--- src/rtl/spi_reg_pkg.sv ---
// Shared types and helpers for the SPI Mode-0 register bank.
package spi_reg_pkg;

  typedef enum logic [1:0] {
    IDLE = 2'd0,
    ADDR = 2'd1,
    DATA = 2'd2,
    DONE = 2'd3
  } spi_state_e;

  localparam logic RW_WRITE = 1'b1;

  function automatic int frame_w(input int addr_w, input int data_w);
    return addr_w + data_w + 32'sd1;
  endfunction

endpackage

--- src/rtl/spi_reg_bank_if.sv ---
// SPI pin bundle between an SPI controller (master) and the register bank (slave).
interface spi_reg_bank_if;
  logic sclk;
  logic copi;
  logic ncs;
  logic cipo;
  logic cipo_oe;

  modport master (output sclk, output copi, output ncs, input cipo, input cipo_oe);
  modport slave  (input sclk, input copi, input ncs, output cipo, output cipo_oe);
endinterface

--- src/rtl/spi_sync.sv ---
// Multi-flop synchroniser for one asynchronous pin, with single-cycle rise/fall pulses.
module spi_sync #(
  parameter int STAGES = 2
) (
  input  logic clk,
  input  logic rst_n,
  input  logic din,
  output logic dout,
  output logic rise,
  output logic fall
);

  logic [STAGES-1:0] sync_r;
  logic              last_r;

  // synchroniser chain plus one history flop for edge detection
  always_ff @(posedge clk) begin
    if (!rst_n) begin
      sync_r <= {STAGES{1'b0}};
      last_r <= 1'b0;
    end else begin
      sync_r <= {sync_r[STAGES-2:0], din};
      last_r <= sync_r[STAGES-1];
    end
  end

  assign dout = sync_r[STAGES-1];
  assign rise = sync_r[STAGES-1] & ~last_r;
  assign fall = ~sync_r[STAGES-1] & last_r;

endmodule

--- src/rtl/spi_reg_bank.sv ---
// SPI Mode-0 register bank: write/read registers over SPI, sticky error flag.
// Build option SPI_BURST_EN: auto-incrementing multi-word frames.
module spi_reg_bank
  import spi_reg_pkg::*;
#(
  parameter int NUM_REGS    = 5,
  parameter int DATA_W      = 8,
  parameter int ADDR_W      = 7,
  parameter int SYNC_STAGES = 2
) (
  input  logic                       clk,
  input  logic                       rst_n,
  spi_reg_bank_if.slave              spi,
  output logic [NUM_REGS*DATA_W-1:0] regs_flat,
  output logic [NUM_REGS-1:0]        wr_strobe,
  output logic                       err,
  input  logic                       err_clr
);

  localparam int FRAME_W = frame_w(ADDR_W, DATA_W);
  localparam int CNT_W   = $clog2(FRAME_W);
  localparam int AW1     = ADDR_W + 1;
  localparam logic [AW1-1:0] ADDR_MAX = {AW1{1'b1}};

  logic sclk_s, sclk_rise_s, sclk_fall_s;
  logic copi_s, copi_rise_s, copi_fall_s;
  logic ncs_s, ncs_rise_s, ncs_fall_s;
  logic unused_s;

  spi_sync #(.STAGES(SYNC_STAGES)) u_sync_sclk (.clk(clk), .rst_n(rst_n), .din(spi.sclk),
    .dout(sclk_s), .rise(sclk_rise_s), .fall(sclk_fall_s));
  spi_sync #(.STAGES(SYNC_STAGES)) u_sync_copi (.clk(clk), .rst_n(rst_n), .din(spi.copi),
    .dout(copi_s), .rise(copi_rise_s), .fall(copi_fall_s));
  spi_sync #(.STAGES(SYNC_STAGES)) u_sync_ncs (.clk(clk), .rst_n(rst_n), .din(spi.ncs),
    .dout(ncs_s), .rise(ncs_rise_s), .fall(ncs_fall_s));

  assign unused_s = ^{sclk_s, copi_rise_s, copi_fall_s};

  spi_state_e        state_r;
  logic [CNT_W-1:0]  cnt_r;
  logic [ADDR_W-1:0] hdr_r;
  logic [DATA_W-2:0] dat_r;
  logic              rw_r;
  logic [AW1-1:0]    cur_addr_r;
  logic [DATA_W-1:0] tx_r;
  logic              tx_skip_r;
  logic              cipo_oe_r;
  logic              err_r;
  logic [NUM_REGS-1:0] wr_strobe_r;
  logic [DATA_W-1:0] regs_r [NUM_REGS];
`ifdef SPI_BURST_EN
  logic              any_word_r;
`else
  logic              ovr_r;
  logic [DATA_W-1:0] wdata_r;
`endif

  logic [ADDR_W:0]   hdr_nxt_s;
  logic [DATA_W-1:0] dat_nxt_s;
  logic [AW1-1:0]    rd_addr_s;
  logic [DATA_W-1:0] rd_data_s;
  logic              addr_ok_s;

  assign hdr_nxt_s = {hdr_r, copi_s};
  assign dat_nxt_s = {dat_r, copi_s};
  assign addr_ok_s = (cur_addr_r < AW1'(NUM_REGS));
  // header decode reads the incoming address; in a burst it prefetches the next one
  assign rd_addr_s = (state_r == ADDR) ? {1'b0, hdr_nxt_s[ADDR_W-1:0]} : cur_addr_r + AW1'(1);

  // read-back mux; unimplemented addresses read as zero
  always_comb begin
    rd_data_s = {DATA_W{1'b0}};
    for (int i = 0; i < NUM_REGS; i++) begin
      if (rd_addr_s == AW1'(i)) rd_data_s = regs_r[i];
      else                      rd_data_s = rd_data_s;
    end
  end

  // frame FSM, shift registers, register array and sticky error
  always_ff @(posedge clk) begin
    if (!rst_n) begin
      state_r     <= IDLE;
      cnt_r       <= CNT_W'(0);
      hdr_r       <= {ADDR_W{1'b0}};
      dat_r       <= {(DATA_W-1){1'b0}};
      rw_r        <= 1'b0;
      cur_addr_r  <= {AW1{1'b0}};
      tx_r        <= {DATA_W{1'b0}};
      tx_skip_r   <= 1'b0;
      cipo_oe_r   <= 1'b0;
      err_r       <= 1'b0;
      wr_strobe_r <= {NUM_REGS{1'b0}};
      for (int i = 0; i < NUM_REGS; i++) regs_r[i] <= {DATA_W{1'b0}};
`ifdef SPI_BURST_EN
      any_word_r  <= 1'b0;
`else
      ovr_r       <= 1'b0;
      wdata_r     <= {DATA_W{1'b0}};
`endif
    end else begin
      wr_strobe_r <= {NUM_REGS{1'b0}};
      cipo_oe_r   <= ~ncs_s;
      if (err_clr) err_r <= 1'b0;
      if (ncs_rise_s) begin
        state_r   <= IDLE;
        tx_r      <= {DATA_W{1'b0}};
        tx_skip_r <= 1'b0;
        if (state_r != IDLE) begin
`ifdef SPI_BURST_EN
          if (state_r != DATA || cnt_r != CNT_W'(0) || !any_word_r) err_r <= 1'b1;
`else
          if (state_r != DONE || ovr_r || !addr_ok_s) begin
            err_r <= 1'b1;
          end else if (rw_r == RW_WRITE) begin
            for (int i = 0; i < NUM_REGS; i++) begin
              if (cur_addr_r == AW1'(i)) begin
                regs_r[i]      <= wdata_r;
                wr_strobe_r[i] <= 1'b1;
              end
            end
          end
`endif
        end
      end else begin
        case (state_r)
          IDLE: begin
            if (ncs_fall_s) begin
              state_r <= ADDR;
              cnt_r   <= CNT_W'(0);
`ifdef SPI_BURST_EN
              any_word_r <= 1'b0;
`else
              ovr_r      <= 1'b0;
`endif
            end
          end
          ADDR: begin
            if (sclk_rise_s) begin
              hdr_r <= hdr_nxt_s[ADDR_W-1:0];
              if (cnt_r == CNT_W'(ADDR_W)) begin
                state_r    <= DATA;
                cnt_r      <= CNT_W'(0);
                rw_r       <= hdr_nxt_s[ADDR_W];
                cur_addr_r <= {1'b0, hdr_nxt_s[ADDR_W-1:0]};
                tx_r       <= (hdr_nxt_s[ADDR_W] == RW_WRITE) ? {DATA_W{1'b0}} : rd_data_s;
                tx_skip_r  <= 1'b1;
              end else begin
                cnt_r <= cnt_r + CNT_W'(1);
              end
            end
          end
          DATA: begin
            if (sclk_rise_s) begin
              dat_r <= dat_nxt_s[DATA_W-2:0];
              if (cnt_r == CNT_W'(DATA_W - 1)) begin
                cnt_r <= CNT_W'(0);
`ifdef SPI_BURST_EN
                any_word_r <= 1'b1;
                if (!addr_ok_s) begin
                  err_r <= 1'b1;
                end else if (rw_r == RW_WRITE) begin
                  for (int i = 0; i < NUM_REGS; i++) begin
                    if (cur_addr_r == AW1'(i)) begin
                      regs_r[i]      <= dat_nxt_s;
                      wr_strobe_r[i] <= 1'b1;
                    end
                  end
                end
                if (cur_addr_r != ADDR_MAX) cur_addr_r <= cur_addr_r + AW1'(1);
                tx_r      <= (rw_r == RW_WRITE) ? {DATA_W{1'b0}} : rd_data_s;
                tx_skip_r <= 1'b1;
`else
                state_r <= DONE;
                wdata_r <= dat_nxt_s;
`endif
              end else begin
                cnt_r <= cnt_r + CNT_W'(1);
              end
            end
          end
          DONE: begin
`ifndef SPI_BURST_EN
            if (sclk_rise_s) ovr_r <= 1'b1;
`endif
          end
          default: state_r <= IDLE;
        endcase
        // the first falling edge after a load only ends the previous bit, so skip it
        if (sclk_fall_s && state_r != IDLE) begin
          if (tx_skip_r) tx_skip_r <= 1'b0;
          else           tx_r      <= {tx_r[DATA_W-2:0], 1'b0};
        end
      end
    end
  end

  for (genvar g = 0; g < NUM_REGS; g++) begin : g_flat
    assign regs_flat[g*DATA_W +: DATA_W] = regs_r[g];
  end

  assign wr_strobe   = wr_strobe_r;
  assign err         = err_r;
  assign spi.cipo    = tx_r[DATA_W-1];
  assign spi.cipo_oe = cipo_oe_r;

endmodule

--- src/flat_wrapper.sv ---
// flat-port wrapper written by rule: the top's interface ports become plain ports
module spi_reg_bank_flat import spi_reg_pkg::*;
#(
  parameter int NUM_REGS    = 5,
  parameter int DATA_W      = 8,
  parameter int ADDR_W      = 7,
  parameter int SYNC_STAGES = 2
)
  (clk, rst_n, regs_flat, wr_strobe, err, err_clr, spi_sclk, spi_copi, spi_ncs, spi_cipo, spi_cipo_oe);
  spi_reg_bank_if spi_i ();
  input  logic clk;
  input  logic rst_n;
  output logic [NUM_REGS*DATA_W-1:0] regs_flat;
  output logic [NUM_REGS-1:0] wr_strobe;
  output logic err;
  input  logic err_clr;
  input wire logic [$bits(spi_i.sclk)-1:0] spi_sclk;
  input wire logic [$bits(spi_i.copi)-1:0] spi_copi;
  input wire logic [$bits(spi_i.ncs)-1:0] spi_ncs;
  output wire logic [$bits(spi_i.cipo)-1:0] spi_cipo;
  output wire logic [$bits(spi_i.cipo_oe)-1:0] spi_cipo_oe;
  assign spi_i.sclk = spi_sclk;
  assign spi_i.copi = spi_copi;
  assign spi_i.ncs = spi_ncs;
  assign spi_cipo = spi_i.cipo;
  assign spi_cipo_oe = spi_i.cipo_oe;
  spi_reg_bank #(.NUM_REGS(NUM_REGS), .DATA_W(DATA_W), .ADDR_W(ADDR_W), .SYNC_STAGES(SYNC_STAGES)) u_core (.clk(clk), .rst_n(rst_n), .spi(spi_i), .regs_flat(regs_flat), .wr_strobe(wr_strobe), .err(err), .err_clr(err_clr));
endmodule
--- config.mk ---
export PLATFORM = sky130hd
export DESIGN_NAME = spi_reg_bank_flat
export DESIGN_NICKNAME = d
export VERILOG_FILES = /design/src/rtl/spi_reg_pkg.sv /design/src/rtl/spi_reg_bank_if.sv /design/src/rtl/spi_sync.sv /design/src/rtl/spi_reg_bank.sv /design/src/flat_wrapper.sv
export SDC_FILE = /design/constraint.sdc
export NUM_CORES = 1
export LEC_CHECK = 0
export ABC_AREA = 1
export CAP_MARGIN = 20
export CORE_UTILIZATION = 51
export CTS_CLUSTER_DIAMETER = 40
export CTS_CLUSTER_SIZE = 16
export DETAILED_ROUTE_END_ITERATION = 16
export PLACE_DENSITY_LB_ADDON = 0.15
export SETUP_SLACK_MARGIN = 0.4
export SLEW_MARGIN = 5
export SYNTH_ARGS = -nofsm -noshare
export SYNTH_HDL_FRONTEND = slang
export SYNTH_SLANG_ARGS = --single-unit
--- constraint.sdc ---
create_clock -name clk -period 3 [get_ports clk]
set_clock_uncertainty 0.2 [all_clocks]
set_input_delay 0.3 -clock clk [delete_from_list [all_inputs] [get_ports clk]]
set_output_delay 0.3 -clock clk [all_outputs]
set_load 0.01 [all_outputs]
==> summary.txt, run 1 <==
Outcome -> complete, no violations
Synth Area per Inst -> 8.80 sq um
Relative slew slack -> 0.519
Die Width -> 94.5 microns
CTS Buffer Depth -> 2
Static Leak -> 2.05 nW
Synth Area in Compound Gates -> 0.123
H-tree depth -> 3
Critical path class -> reg2reg
Top-area cell type share of the netlist area -> 0.280
Sequential area share after synthesis -> 0.555
Antenna diodes -> 0
Final std cells w/o fill -> 664
CP cell instances -> inv_1 -> ha_2 -> inv_4 -> or2_4 -> nand2_2 -> nand3_4 -> nor2_2 -> nand2_2 -> or2_0 -> nand2_1 -> nand2_1 -> nand2_1 -> nand2_1 -> nand2_1 -> a21oi_2
Syn Inst Count -> 496
CTS Buf Count -> 9
CP top delay family -> simple AND/OR/NAND/NOR gates
Most instantiated library cell after synthesis -> nand2_1
Simple-Gate Fraction of Synth Area -> 0.218
Final setup fails -> 0
Critical path required time -> 3.06 ns
Largest cells by area after synthesis -> dfxtp_1 28%, edfxtp_1 28%, nand2_1 8.7%
Crit path buffers/inverters -> 2
Hold Crit Start -> u_core.u_sync_ncs.sync_r[0]$_SDFF_PN0_
Clk sinks -> 101
Worst R2R Setup Slack -> 0.54 ns
Synth Warn # -> 0
Maximum VDD drop -> 334 uV
Crit path capture type -> flop
Row count -> 33
Routed WL per cell -> 15.0 microns
Flops & latches, synth -> 101
Port Buffers -> 53
Synth Area in XOR/XNOR -> 0
Initial detailed-routing violation count -> 179
Power per cell area -> 543 nW/um^2
Period minus WS final -> 2.46 ns
CP max-delay cell -> dfxtp_1
Mux cell area share after synthesis -> 0
I/O pin cnt -> 54
Final hold vios -> 0
FF-to-FF path depth -> 15
Gr usage total -> 0.243
Post-synthesis adder-cell area fraction -> 0.0287
HP Class -> reg2reg
Placed Instances -> 648
Final worst-path cycle share -> 0.818
Global-route wire length before repair -> 16.2 mm
Reg2reg end -> u_core.tx_r[5]$_SDFF_PP0_
Worst-path clk slew -> 0.11 ns
Slew Limit Fails -> 0
Setup crit start kind -> flop
Final nets -> 570
Utilization after layout -> 0.632
DRT Pass-1 Iters -> 4
Maximum clock frequency -> 407 MHz
Synthesized cell area -> 4370 sq um
CP max stage delay -> 0.34 ns
Largest net degree at the start of global routing -> 30
Postcts setup bufs -> 0
Via density -> 5.31
Synth area leader -> dfxtp_1
Mapped Nets -> 512
Critical Path AT -> 2.52 ns
Worst-Margin Slew -> 0.719 ns
Via count -> 3523
Initial Util -> 0.529
Routed Antenna Nets -> 0
# DRC -> 0
Hold path cells -> 2
Post-DP HPWL -> 7.36 mm
Layout area overhead -> 19.6%
Vias in the first global route -> 3297
Post-synthesis cell type count -> 36
Most frequent CP cell -> nand2_1
GP Congestion -> 0.940
Die Y -> 94.5 microns
Antenna violations before repair -> 0
Post-route setup TNS -> 0 ns
Total grt overflow -> 0
Critical Path Fanout Max -> 13
Fin Hold WS -> 0.212 ns
Hold Path Sink -> u_core.u_sync_ncs.sync_r[1]$_SDFF_PN0_
Share of layout cells above drive strength 1 -> 0.109
Max-Cap Viols -> 0
Commonest cells post-synth -> 101 x nand2_1, 61 x dfxtp_1, 59 x inv_1
Total core area -> 8260 sq um
Primary FF master, synth -> dfxtp_1
Combinational family with the most area after synthesis -> simple AND/OR/NAND/NOR gates
Die area -> 8930 sq um
Unrepaired setup endpoints after global routing -> yes
Post-synth EDFFs -> 40
Crit Reg-Reg Startpoint -> u_core.state_r[1]$_SDFFE_PP0P_
Worst-skew pair later-pin latency -> 0.38 ns
Post-Route WL -> 9.96 mm
CTS Root Cell -> clkbuf_8
CTS tree -> built
Async S/R FF share, synth -> 0
power by group:
| part | internal (mW) | switching (mW) | leakage [nW] |
|---|---|---|---|
| logic | 0.168 | 0.288 | 1.03 |
| clock network | 0.337 | 0.533 | 0.105 |
| registers | 1.47 | 0.0359 | 0.907 |
repair_timing:
item                       in CTS  in global routing
gates resized for setup         1                  6
hold buffers                    0                  0
setup endpoints to repair       6                 18
logic make-up after synthesis:
kind of cell / count (synthesis)
simple gates: 202
compound gates: 101
fa+ha+maj: 10
buf+inv: 82
flops: 101
area by class of cell:
cell class,instances,area (sq um)
Timing Repair Buffer,58,568
Tap cell,105,131
Inverter,71,269
Sequential cell,101,2420
Fill cell,751,3040
Multi-Input combinational cell,313,1620
Clock inverter,7,83.8
Clock buffer,9,124
worst max path at each step:
| stage | start | end | slack, ns | cells past startpoint |
|---|---|---|---|---|
| global placement | u_core.cur_addr_r[0]$_SDFFE_PN0P_ | u_core.tx_r[5]$_SDFF_PP0_ | 0.36 | 15 |
| global route | u_core.state_r[1]$_SDFFE_PP0P_ | u_core.tx_r[5]$_SDFF_PP0_ | 0.34 | 15 |
| detailed placement | u_core.cur_addr_r[0]$_SDFFE_PN0P_ | u_core.tx_r[5]$_SDFF_PP0_ | 0.34 | 15 |
| floorplan | u_core.state_r[0]$_SDFFE_PP0P_ | u_core.regs_r[0][0]$_DFFE_PP_ | 0.73 | 5 |
| finish | u_core.state_r[1]$_SDFFE_PP0P_ | u_core.tx_r[5]$_SDFF_PP0_ | 0.54 | 15 |
| CTS | u_core.state_r[1]$_SDFFE_PP0P_ | u_core.tx_r[4]$_SDFF_PP0_ | 0.43 | 12 |
stage by stage:
step	setup slack (ns)	cell area (sq um)	total power, mW
2_1_floorplan	0.729	4370	1.85
6_report	0.545	5220	2.84
4_1_cts	0.433	5210	2.85
5_1_grt	0.335	5220	2.97
3_3_place_gp	0.363	5000	1.98
3_5_place_dp	0.339	5000	1.99
sequential cells by signal (all words and copies together) (netlist names), 2 cells and up:
signal	count
u_core.wr_strobe	5
u_core.tx_r	8
u_core.wdata_r	8
u_core.state_r	2
u_core.regs_r	40
u_core.dat_r	7
u_core.cur_addr_r	7
u_core.u_sync_ncs.sync_r	2
u_core.u_sync_copi.sync_r	2
u_core.hdr_r	7
u_core.cnt_r	4
u_core.u_sync_sclk.sync_r	2
worst reg2reg max path, delay by kind of cell, from the launching register on:
kind | cells | cell delay (ns)
buffers and inverters | 2 | 0.20
AO/OA/AOI/OAI | 1 | 0.05
AND/OR/NAND/NOR | 11 | 1.23
flip-flops | 1 | 0.34
adder cells (fa/ha/maj) | 1 | 0.32
cell usage in the layout, fill, tap and decap left out, types with 8 or more instances in the layout:
| cell | netlist | layout |
|---|---|---|
| ha_1 | 10 | 9 |
| clkdlybuf4s50_1 | 0 | 53 |
| nand2_1 | 101 | 100 |
| edfxtp_1 | 40 | 40 |
| inv_2 | 11 | 11 |
| dfxtp_1 | 61 | 60 |
| clkbuf_8 | 0 | 9 |
| o21ai_0 | 38 | 37 |
| inv_1 | 59 | 59 |
| nand3_1 | 17 | 17 |
| nor3_1 | 8 | 8 |
| a21oi_1 | 51 | 51 |
| nor2_1 | 43 | 41 |
layer usage:
layer / wire length, microns / GRT usage / vias to the layer above
li1: - / - / 1740
met1: 4400 / 0.321 / 1662
met2: 4870 / 0.409 / 109
met3: 584 / 0.0443 / 12
met4: 116 / 0.0694 / 0
met5: 0 / 0 / -
(Power assumes the default switching activity.)
==> run 2: changes to the inputs <==
Settings changed: CORE_UTILIZATION 51 to 50.
Clock period 3 ns to 2.15 ns, I/O delays scaled along.
==> run 2 against run 1 <==
Against the previous run:
- the flow now finishes with violations (negative setup slack)
- critical path depth decreased by 5
- die area increased by 2.0%
- count of clock-buffer cells in the layout unchanged
- maximum frequency increased by 1.0%
==> summary.txt, run 2 (synthesis gave the netlist of run 1 again) <==
DRT Pass-1 Iters -> 5
Total grt overflow -> 0
Period minus WS final -> 2.43 ns
Layout area overhead -> 55.3%
Via count -> 4135
Most flop-heavy register -> u_core.regs_r
CP top delay family -> simple AND/OR/NAND/NOR gates
Vias in the first global route -> 3827
Final worst-path cycle share -> 1.13
CP max-delay cell -> nor4_4
Unrepaired setup endpoints after global routing -> yes
GP Congestion -> 0.908
Failing checks -> negative setup slack
Max reg flops -> 40
Via density -> 5.53
Critical Path Fanout Max -> 5
# DRC -> 0
Initial Util -> 0.523
Initial detailed-routing violation count -> 295
H-tree depth -> 3
Outcome -> finished with violations
Register area -> 2440 sq um
Utilization after layout -> 0.813
Post-DP HPWL -> 7.86 mm
Share of layout cells above drive strength 1 -> 0.414
Largest net degree at the start of global routing -> 30
Die area -> 9110 sq um
Total core area -> 8340 sq um
HP Class -> in2reg
Final setup fails -> 80
Layout fillers -> 475
Die Y -> 95.4 microns
Routed Antenna Nets -> 0
Port Buffers -> 53
Slew Limit Fails -> 0
Maximum VDD drop -> 454 uV
Worst-Margin Slew -> 0.369 ns
Antenna violations before repair -> 0
Commonest non-fill, non-tap cell in the layout -> nand2_1
CTS Buffer Depth -> 2
Critical path required time -> 2.18 ns
Row count -> 33
Post-Route WL -> 13.6 mm
Gr usage total -> 0.278
Critical path class -> reg2reg
Clk sinks -> 101
Power per cell area -> 668 nW/um^2
Number of buffers inserted by hold repair at cts -> 0
Commonest non-fill, non-tap cells in the layout -> 75 x nand2_1, 58 x buf_4, 51 x dfxtp_1
CTS Root Cell -> clkbuf_8
Maximum clock frequency -> 411 MHz
Fin Hold WS -> 0.146 ns
Worst-path clk slew -> 0.12 ns
Routed WL per cell -> 18.1 microns
CP cell instances -> nor3_4 -> nand2_2 -> nor4_4 -> buf_4 -> nand3b_1 -> buf_4 -> nor2_4 -> nor2_4 -> buf_6 -> nor2_4
Placed instance area -> 5550 sq um
Static Leak -> 2.89 nW
Area of the multi-input gates -> 2300 sq um
CP max stage delay -> 0.39 ns
Final nets -> 654
Relative slew slack -> 0.754
I/O pin cnt -> 54
Critical Path AT -> 2.46 ns
Final hold vios -> 0
Most frequent CP cell -> nor2_4
Fin area -> 6780 sq um
Die Width -> 95.4 microns
CTS Buf Count -> 9
Setup ws final -> -0.280 ns
Global-route wire length before repair -> 18.8 mm
Setup crit start kind -> flop
Crit path buffers/inverters -> 3
Crit path capture type -> flop
Largest regs -> u_core.regs_r x40, u_core.tx_r x8, u_core.wdata_r x8
Worst-skew pair later-pin latency -> 0.39 ns
CTS tree -> built
Antenna diodes -> 0
Max-Cap Viols -> 0
-- run 2: timing repair --
action                                  CTS  global route
endpoints found under the setup margin  124           136
gates cloned                              0             1
gates resized for setup                  87           114
pin swaps                                30            47
setup buffers                            17            22
-- run 2: power breakdown --
part / leakage [nW] / internal, mW / switching (mW)
Combinational: 1.87 / 0.495 / 0.636
Sequential: 0.912 / 2.06 / 0.0599
Clock: 0.110 / 0.488 / 0.790
Total: 2.89 / 3.05 / 1.49
-- run 2: path summary, 6_finish.rpt --
check,from,end,slack (ns),depth (start not counted)
setup / recovery,u_core.cur_addr_r[6]$_SDFFE_PN0P_,u_core.regs_r[2][5]$_DFFE_PP_,-0.28,10
hold / removal,spi_copi,u_core.u_sync_copi.sync_r[0]$_SDFF_PN0_,0.15,3
setup reg to reg,u_core.cur_addr_r[6]$_SDFFE_PN0P_,u_core.regs_r[2][5]$_DFFE_PP_,-0.28,10
hold reg to reg,u_core.u_sync_copi.sync_r[0]$_SDFF_PN0_,u_core.u_sync_copi.sync_r[1]$_SDFF_PN0_,0.23,2
-- run 2: layout make-up --
class,count,area share
Clock buffer,9,0.0183
Clock inverter,7,0.0138
Inverter,71,0.0432
Multi-Input combinational cell,313,0.339
Sequential cell,101,0.360
Tap cell,105,0.0194
Timing Repair Buffer,142,0.206
-- run 2: worst register-to-register path, cell delays in order (launching register included) --
cell and delay, ns:
dfxtp_2 0.36, nor3_4 0.22, nand2_2 0.09, nor4_4 0.39, buf_4 0.18, nand3b_1 0.13
buf_4 0.18, nor2_4 0.15, nor2_4 0.08, buf_6 0.14, nor2_4 0.15
-- run 2: through the flow --
| stage | worst slack, ns | TNS (ns) | cells | power, mW |
|---|---|---|---|---|
| 2_1_floorplan | 0.0711 | 0 | 496 | 2.62 |
| 3_5_place_dp | -0.190 | -6.36 | 692 | 2.93 |
| 4_1_cts | -0.185 | -7.56 | 725 | 4.32 |
| 6_report | -0.280 | -14.34 | 748 | 4.53 |
| 3_3_place_gp | -0.0846 | -2.41 | 692 | 2.91 |
| 5_1_grt | -0.352 | -20.48 | 748 | 4.70 |
-- run 2: metal layers --
layer  routed length, microns  global-route usage
met1                     5490               0.351
met2                     6890               0.463
met3                      800              0.0550
met4                      396               0.116
met5                        0                   0
==> run 3: changes to the inputs <==
Settings changed: CTS_CLUSTER_SIZE 16 to unset, GPL_ROUTABILITY_DRIVEN set to 0.
==> results of run 3 <==
Same layout as run 2: the final DEF is identical, and so are final timing and power.
